$ cat config.mk
export PLATFORM = sky130hd
export DESIGN_NAME = ofm_pack_writer
export DESIGN_NICKNAME = d
export VERILOG_FILES = /design/src/rtl/ofm_pack_writer_pkg.sv /design/src/rtl/ofm_pack_writer.sv
export SDC_FILE = /design/constraint.sdc
export NUM_CORES = 1
export LEC_CHECK = 0
export ABC_CLOCK_PERIOD_IN_PS = 2000
export CORE_ASPECT_RATIO = 1.25
export CORE_MARGIN = 3
export CORE_UTILIZATION = 40
export DETAILED_ROUTE_END_ITERATION = 8
export PLACE_DENSITY = 0.71
export SETUP_SLACK_MARGIN = 0.4
export SKIP_CTS_REPAIR_TIMING = 1
export SYNTH_ARGS = -nofsm -noshare
export SYNTH_HDL_FRONTEND = slang
export SYNTH_SLANG_ARGS = --single-unit
$ cat constraint.sdc
create_clock -name clk -period 2 [get_ports clk]
set_input_delay 0.4 -clock clk [delete_from_list [all_inputs] [get_ports clk]]
set_output_delay 0.4 -clock clk [all_outputs]
set_load 0.01 [all_outputs]
$ cat src/rtl/ofm_pack_writer_pkg.sv
// Shared types and defaults for the output feature-map pack writer.
package ofm_pkg;

    typedef enum logic [1:0] {
        ST_IDLE  = 2'd0,
        ST_RUN   = 2'd1,
        ST_WRITE = 2'd2,
        ST_DONE  = 2'd3
    } ofm_state_e;

    localparam int OFM_PACK_DEF   = 4;
    localparam int OFM_ADDR_W_DEF = 16;

    // Lane counter must be at least one bit wide even when PACK == 1.
    function automatic int lane_w(input int pack);
        return (pack > 1) ? $clog2(pack) : 1;
    endfunction

endpackage

$ cat src/rtl/ofm_pack_writer.sv
// Packs PACK signed result elements per memory word and issues addressed word writes.
// Optional stall counter output is enabled by defining OFM_STALL_CNT_EN.
module ofm_pack_writer
    import ofm_pkg::*;
#(
    parameter int IN_BITS = 32,
    parameter int PACK    = OFM_PACK_DEF,
    parameter int ADDR_W  = OFM_ADDR_W_DEF
) (
    input  logic                    clk,
    input  logic                    rst,
    input  logic                    cfg_start,
    input  logic [ADDR_W-1:0]       cfg_base_addr,
    output logic                    busy,
    output logic                    done,
    input  logic                    in_valid,
    output logic                    in_ready,
    input  logic [IN_BITS-1:0]      in_data,
    input  logic                    in_last,
    output logic                    mem_wr_valid,
    input  logic                    mem_wr_ready,
    output logic [ADDR_W-1:0]       mem_wr_addr,
    output logic [IN_BITS*PACK-1:0] mem_wr_data,
    output logic [PACK-1:0]         mem_wr_strb,
    output logic                    mem_wr_last
`ifdef OFM_STALL_CNT_EN
    ,
    output logic [31:0]             stall_cnt
`endif
);

    localparam int LANE_W = lane_w(PACK);
    localparam logic [LANE_W-1:0] LANE_MAX = LANE_W'(PACK - 1);

    ofm_state_e              state_q, state_d;
    logic [LANE_W-1:0]       lane_q, lane_d;
    logic [ADDR_W-1:0]       addr_q, addr_d;
    logic [IN_BITS*PACK-1:0] data_q, data_d;
    logic [PACK-1:0]         strb_q, strb_d;
    logic                    last_q, last_d;
`ifdef OFM_STALL_CNT_EN
    logic [31:0]             stall_q, stall_d;
`endif

    always_comb begin
        state_d = state_q;
        lane_d  = lane_q;
        addr_d  = addr_q;
        data_d  = data_q;
        strb_d  = strb_q;
        last_d  = last_q;
`ifdef OFM_STALL_CNT_EN
        stall_d = stall_q;
`endif
        unique case (state_q)
            ST_IDLE: begin
                if (cfg_start) begin
                    state_d = ST_RUN;
                    addr_d  = cfg_base_addr;
                    lane_d  = '0;
                    data_d  = '0;
                    strb_d  = '0;
                    last_d  = 1'b0;
`ifdef OFM_STALL_CNT_EN
                    stall_d = '0;
`endif
                end
            end
            ST_RUN: begin
                if (in_valid) begin
                    data_d[int'(lane_q)*IN_BITS +: IN_BITS] = in_data;
                    strb_d[lane_q] = 1'b1;
                    last_d         = in_last;
                    if (lane_q == LANE_MAX || in_last) begin
                        state_d = ST_WRITE;
                    end else begin
                        lane_d = lane_q + 1'b1;
                    end
                end
            end
            ST_WRITE: begin
                if (mem_wr_ready) begin
                    // Address wraps naturally at ADDR_W bits.
                    addr_d  = addr_q + 1'b1;
                    lane_d  = '0;
                    data_d  = '0;
                    strb_d  = '0;
                    last_d  = 1'b0;
                    state_d = last_q ? ST_DONE : ST_RUN;
                end
`ifdef OFM_STALL_CNT_EN
                else if (stall_q != '1) begin
                    stall_d = stall_q + 1'b1;
                end
`endif
            end
            ST_DONE: begin
                state_d = ST_IDLE;
            end
            default: begin
                state_d = ST_IDLE;
            end
        endcase
    end

    always_ff @(posedge clk) begin
        if (rst) begin
            state_q <= ST_IDLE;
            lane_q  <= '0;
            addr_q  <= '0;
            data_q  <= '0;
            strb_q  <= '0;
            last_q  <= 1'b0;
`ifdef OFM_STALL_CNT_EN
            stall_q <= '0;
`endif
        end else begin
            state_q <= state_d;
            lane_q  <= lane_d;
            addr_q  <= addr_d;
            data_q  <= data_d;
            strb_q  <= strb_d;
            last_q  <= last_d;
`ifdef OFM_STALL_CNT_EN
            stall_q <= stall_d;
`endif
        end
    end

    assign busy         = (state_q != ST_IDLE);
    assign done         = (state_q == ST_DONE);
    assign in_ready     = (state_q == ST_RUN);
    assign mem_wr_valid = (state_q == ST_WRITE);
    assign mem_wr_addr  = addr_q;
    assign mem_wr_data  = data_q;
    assign mem_wr_strb  = strb_q;
    assign mem_wr_last  = last_q;
`ifdef OFM_STALL_CNT_EN
    assign stall_cnt    = stall_q;
`endif

endmodule

==> metrics.csv <==
stage,metric,value,unit
power,seq_power_share,0.431,
clock_network,cts_tree,built,
setup_path,cp_max_fo,5,
routing,drt_iter0_markers,379,
placed_design,gp_congestion,0.909,
global_route,grt_pass1_vias,5881,
setup_path,path_class,flop to output pin,
power,clockPowerShare,0.411,
timing,setup_viol,0,
clock_network,clk_latency,420,ps
global_route,gr-total-overflow,0,
power,switching_share,0.256,
outcome,outcome,"complete, no violations",
routing,postRouteAntennaNets,0,
floorplanning,start_util,0.411,
routing,route.met3.wl,1290,um
placed_design,port_buffers,206,
routing,wl_met2,11400,um
clock_network,cts_max_level,4,
setup_path,cp.required,1600,ps
clock_network,cts.path.max_buffers,2,
logic_synthesis,ys_async_sr_fraction,0,
routing,remaining_drc_errors,0,
setup_path,end_kind,output pin,
flow_run,cap_viol_max_count,0,
timing,final.setup.tns,0,ps
routing,wl_met1,8810,um
timing,tightest_slew,376,ps
layout,diodes,0,
timing,maxSlewHeadroom,0.747,
timing,rsz0062_at_grt,yes,
global_route,antenna_found_initial,0,
min_path,holdCritStartpoint,rst,
timing,max_freq,565,MHz
min_path,min_to,state_q[0],
floorplanning,rows,51,
routing,first_pass_iters,5,
clock_network,cts_inserted_buffers,17,
floorplanning,io_pins,207,
layout,layout_commonest_cell,dlymetal6s2s_1,
routing,post_drt_wl_per_cell,19.9,um
setup_path,r2r_setup_slack,240,ps
setup_path,start_kind,flop,
layout,layout_common_cells,"dlymetal6s2s_1 (153), dfxtp_1 (135), nand2_1 (77)",
logic_synthesis,syn_inst,649,
routing,dr_total_vias,5947,
timing,fin_crit_sh,0.885,
min_path,hold_class,input port to flop,
routing,highest_layer,met4,
logic_synthesis,yosys_most_used_dff,dfxtp_1,
global_route,track_usage,0.219,
logic_synthesis,syn-cell-area,6420,um^2
logic_synthesis,syn_area_per_cell,9.90,um^2
setup_path,rr_endpoint,mem_wr_data[34],
placed_design,dp.cells,1055,
timing,finalHoldViolCount,0,
power,power_density,702,nW/um^2
power,power.internal,5.52,mW
global_route,grt_pass1_wl,31000,um
power,ir_worst_vdd,0.455,mV
layout,final_core_util,0.676,
layout,drive_gt1_frac,0.179,
timing,period_needed,1770,ps
placed_design,placed_area,8910,um^2
setup_path,ff2ff_path_depth,8,
logic_synthesis,synth_edf_count,0,
setup_path,cp.arrival,1370,ps
power,p_leak,6.59,nW
floorplanning,die_w,119,um
logic_synthesis,synth-seq-cells,153,
routing,vias_per_cell,5.33,
floorplanning,die_h,148,um
logic_synthesis,synthDistinctLibCells,55,
logic_synthesis,ys_warn_count,0,
floorplanning,design.core.area,15600,um^2
power,p_comb_frac,0.158,
logic_synthesis,ys_seq_area_frac,0.477,
layout,finalNonFillerCells,1115,
layout,nets,954,
min_path,hold_depth,2,
timing,skew,6.03,ps
global_route,grt_max_degree,39,
routing,drt-total-wl,22200,um
power,p_switching,1.90,mW
setup_path,r2r-start,lane_q[0],
clock_network,clk_pin_slew,60,ps
logic_synthesis,synth_nets,712,
clock_network,cts-root-buf,clkbuf_16,
floorplanning,dieArea,17600,um^2
layout,finalInstanceArea,10600,um^2
placed_design,dp_hpwl,14200,um
timing,drv_slew,0,
clock_network,clock_sinks,153,
layout,area_growth,64.5,%
## power by group through the flow
| stage | clock, mW | combinational [mW] | sequential, mW |
|---|---|---|---|
| final | 3.05 | 1.17 | 3.20 |
| after global routing | 3.23 | 1.23 | 3.21 |
| after CTS | 3.08 | 1.02 | 3.20 |
| after detailed placement | 0 | 1.01 | 3.26 |
| after global placement | 0 | 0.996 | 3.26 |
| after floorplan | 0 | 0.511 | 3.26 |
## stage by stage
| stage | setup slack, ps | hold slack, ps | power, mW |
|---|---|---|---|
| CTS | -355 | 254 | 7.29 |
| global placement | -37.5 | 459 | 4.26 |
| detailed placement | -69.3 | 466 | 4.27 |
| floorplan | 376 | 493 | 3.77 |
| global route | 165 | 282 | 7.67 |
| finish | 229 | 291 | 7.42 |
## cell families after synthesis
group,count (synthesis),synth area share
fa+ha+maj,9,0.0175
mux,68,0.106
buf+inv,58,0.0522
flops,153,0.477
simple gates,238,0.205
compound gates,123,0.143
## worst max path at each step
stage / depth (start not counted) / slack (ps) / start / end
final: 4 / 230 / state_q[1] / in_ready
after global routing: 4 / 170 / state_q[1] / in_ready
after CTS: 3 / -350 / state_q[0] / in_ready
after detailed placement: 6 / -70 / cfg_start / mem_wr_data[51]
after global placement: 6 / -40 / mem_wr_ready / mem_wr_data[89]
after floorplan: 8 / 380 / lane_q[0] / mem_wr_data[100]
## worst max-delay path, stage by stage (launching register included)
cell and delay (ps):
dfxtp_4 360, buf_4 150, nand2b_1 150, inv_1 110
dlymetal6s2s_1 180
## sequential cells by signal, indices dropped and copies added, names as in the netlist
name / flops
mem_wr_addr: 16
mem_wr_data: 128
mem_wr_strb: 4
mem_wr_last: 1
lane_q: 2
state_q: 2
## layer usage
layer,track usage,up-vias
met5,0,-
met4,0.0774,0
met3,0.0593,45
met2,0.394,245
met1,0.247,2868
li1,-,2789
## layout make-up
| type | instances | area, um^2 |
|---|---|---|
| fillers | 1187 | 5070 |
| repair buffers | 275 | 3390 |
| multi-input cells | 438 | 3230 |
| flip-flops and latches | 153 | 3100 |
| clock buffers | 21 | 460 |
| well taps | 212 | 265 |
| clock inverters | 10 | 93.8 |
| inverters | 6 | 30.0 |
## synth_stat cells, types with 4 or more instances
| cell type | count | area [um^2] |
|---|---|---|
| a21oi_1 | 22 | 110 |
| a22o_1 | 64 | 561 |
| and2_1 | 6 | 37.5 |
| and3_1 | 7 | 43.8 |
| buf_2 | 25 | 125 |
| buf_4 | 12 | 90.1 |
| clkbuf_1 | 11 | 41.3 |
| dfxtp_1 | 153 | 3060 |
| ha_1 | 9 | 113 |
| inv_1 | 4 | 15.0 |
| mux2i_1 | 66 | 661 |
| nand2_1 | 77 | 289 |
| nand2b_1 | 67 | 419 |
| nand3_1 | 8 | 40.0 |
| nand4_1 | 8 | 50.1 |
| nand4b_1 | 5 | 43.8 |
| nor2_1 | 17 | 63.8 |
| nor3_1 | 10 | 50.1 |
| nor4_1 | 7 | 43.8 |
| o21ai_0 | 16 | 80.1 |
Power figures use the tool's default switching activity.
==> variant, RTL diff (same settings) <==
`IN_BITS`: 32 -> 64.
--- a/src/rtl/ofm_pack_writer.sv
+++ b/src/rtl/ofm_pack_writer.sv
@@ -3,7 +3,7 @@
 module ofm_pack_writer
     import ofm_pkg::*;
 #(
-    parameter int IN_BITS = 32,
+    parameter int IN_BITS = 64,
     parameter int PACK    = OFM_PACK_DEF,
     parameter int ADDR_W  = OFM_ADDR_W_DEF
 ) (
Interface: changed (resized in_data and mem_wr_data); port bits go from 207 to 367. No check against the original RTL was run, so the function may have changed too.
==> variant against the unedited design <==
  * Sequential cell count is 128 higher
  * Final area up 75%
  * Total power rose by 79%
  * Synthesized cell count rose by 63%
  * Utilization increased by 3.2 points
  * Synthesized area rose by 65%
  * Routed wire length increased by 94%
  * Worst setup slack got worse by 0.12 ns
==> variant: results (changes against the unedited design) <==
| Metric | Value |
|---|---|
| Outcome | complete, no violations (unchanged) |
| Commonest cells post-synth | dfxtp_1 (281), nand2_1 (269), mux2i_1 (131) (was dfxtp_1 (153), nand2_1 (77), nand2b_1 (67)) |
| First-pass GRT wire length | 51400 um (was 31000 um) |
| Syn Nets | 1153 (was 712) |
| Max reg flops | 256 (was 128) |
| Initial drt markers | 463 (was 379) |
| Fmax | 529 MHz (was 565 MHz) |
| Nets | 1602 (was 954) |
| Reg-to-reg startpoint | lane_q[1]$_SDFFE_PP0P_ (was lane_q[0]$_SDFFE_PP0P_) |
| Min Hold Slack | 0.433 ns (was 0.291 ns) |
| Seq/Total Area, Yosys | 53.0% (was 47.7%) |
| Dpl ws | -0.113 ns (was -0.0693 ns) |
| Maximum VDD drop | 0.442 mV (was 0.455 mV) |
| Post-Synthesis Cells | 1058 (was 649) |
| Largest net degree at the start of global routing | 82 (was 39) |
| H-Tree Level Count | 1 (was 4) |
| Syn-to-layout area delta | 74.3% (was 64.5%) |
| DP HPWL | 23600 um (was 14200 um) |
| Total track usage | 22.4% (was 21.9%) |
| Final setup fails | 0 (unchanged) |
| Synth area leaders | dfxtp_1 (53%), mux2i_1 (12%), a22o_1 (11%) (was dfxtp_1 (48%), mux2i_1 (10%), a22o_1 (8.7%)) |
| Clk_skew | 0.0138 ns (was 0.00603 ns) |
| Port bufs | 366 (was 206) |
| Avg Vias per Cell | 5.34 (was 5.33) |
| FILL cells | 1889 (was 1187) |
| Hold endpoint | mem_wr_addr[1]$_SDFFE_PP0P_ (was state_q[0]$_SDFFE_PP0P_) |
| Slew headroom | 71.3% (was 74.7%) |
| Routed via count | 9980 (was 5947) |
| HP Start | cfg_base_addr[1] (was rst) |
| Vias in the first global route | 8904 (was 5881) |
| Layout cells sized above 1 | 21.6% (was 17.9%) |
| Synth Warn # | 0 (unchanged) |
| Routability cong. | 0.843 (was 0.909) |
| Routed length per instance | 23.0 um (was 19.9 um) |
| R2R setup slack | 0.11 ns (was 0.24 ns) |
| Clk buf depth | 3 (was 2) |
| Critical path peak fanout | 8 (was 5) |
| Leak | 10.7 nW (was 6.59 nW) |
| Post-synth cell types | 61 (was 55) |
| Mux contribution to synthesized area | 12.6% (was 10.6%) |
| DP Area | 15000 um2 (was 8910 um2) |
| Placed Instances | 1729 (was 1055) |
| Cts bufs inserted | 28 (was 17) |
| Adder-Cell Fraction of Synth Area | 1.06% (was 1.75%) |
| Drt pass-1 iters | 6 (was 5) |
| Compound-gate portion of the synthesized area | 14.5% (was 14.3%) |
| Min-Delay Path Depth | 3 (was 2) |
| CP Class | reg2reg (was reg2out) |
| Worst-Skew Late Latency | 0.55 ns (was 0.42 ns) |
variant: cell count changes in the layout (fill, tap and decap cells not counted), moves of 13 or more:
| cell | unedited run | this run |
|---|---|---|
| dfxtp_1 | 135 | 263 |
| clkdlybuf4s50_1 | 49 | 170 |
| nand2_1 | 77 | 195 |
| mux2i_1 | 63 | 128 |
| a22o_1 | 64 | 128 |
| nand2b_1 | 66 | 2 |
| nand2_2 | 0 | 53 |
| dlymetal6s2s_1 | 153 | 193 |
| clkbuf_16 | 26 | 62 |
| nand2_4 | 0 | 21 |
| buf_12 | 15 | 32 |
| buf_4 | 25 | 38 |
variant: kinds of logic after synthesis:
kind of cell | after synthesis
muxes | 133
adders and majority gates | 9
and+or+nand+nor | 352
AOI/OAI and AO/OA | 194
buffers and inverters | 89
DFF | 281
variant: area by class of cell:
| class | instances | share of cell area (%) |
|---|---|---|
| clock buffers | 41 | 4.60 |
| clock inverters | 11 | 0.643 |
| inverters | 7 | 0.230 |
| multi-input cells | 689 | 27.5 |
| flip-flops and latches | 281 | 30.6 |
| well taps | 340 | 2.30 |
| repair buffers | 500 | 34.1 |
variant: worst max-delay path, cell delays in order (launching register included):
cell and delay (ns):
dfxtp_4 0.40, inv_6 0.06, ha_4 0.16, and4bb_2 0.34, and3_4 0.38, buf_6 0.16
clkbuf_16 0.14, nand2_2 0.05, mux2i_1 0.12
variant: where the power goes:
part | switching, mW | leakage [nW] | internal [mW] | total, mW
Clock | 2.27 | 0.477 | 3.21 | 5.48
Combinational | 0.997 | 7.96 | 1.05 | 2.05
Sequential | 0.0896 | 2.28 | 5.69 | 5.78
variant: per-layer routing:
layer	vias up	wire, um	track usage [%]
met3	80	2500	4.28
met2	385	22000	40.3
met4	0	1140	6.26
met1	4895	17400	27.0
li1	4620	-	-
met5	-	0	0
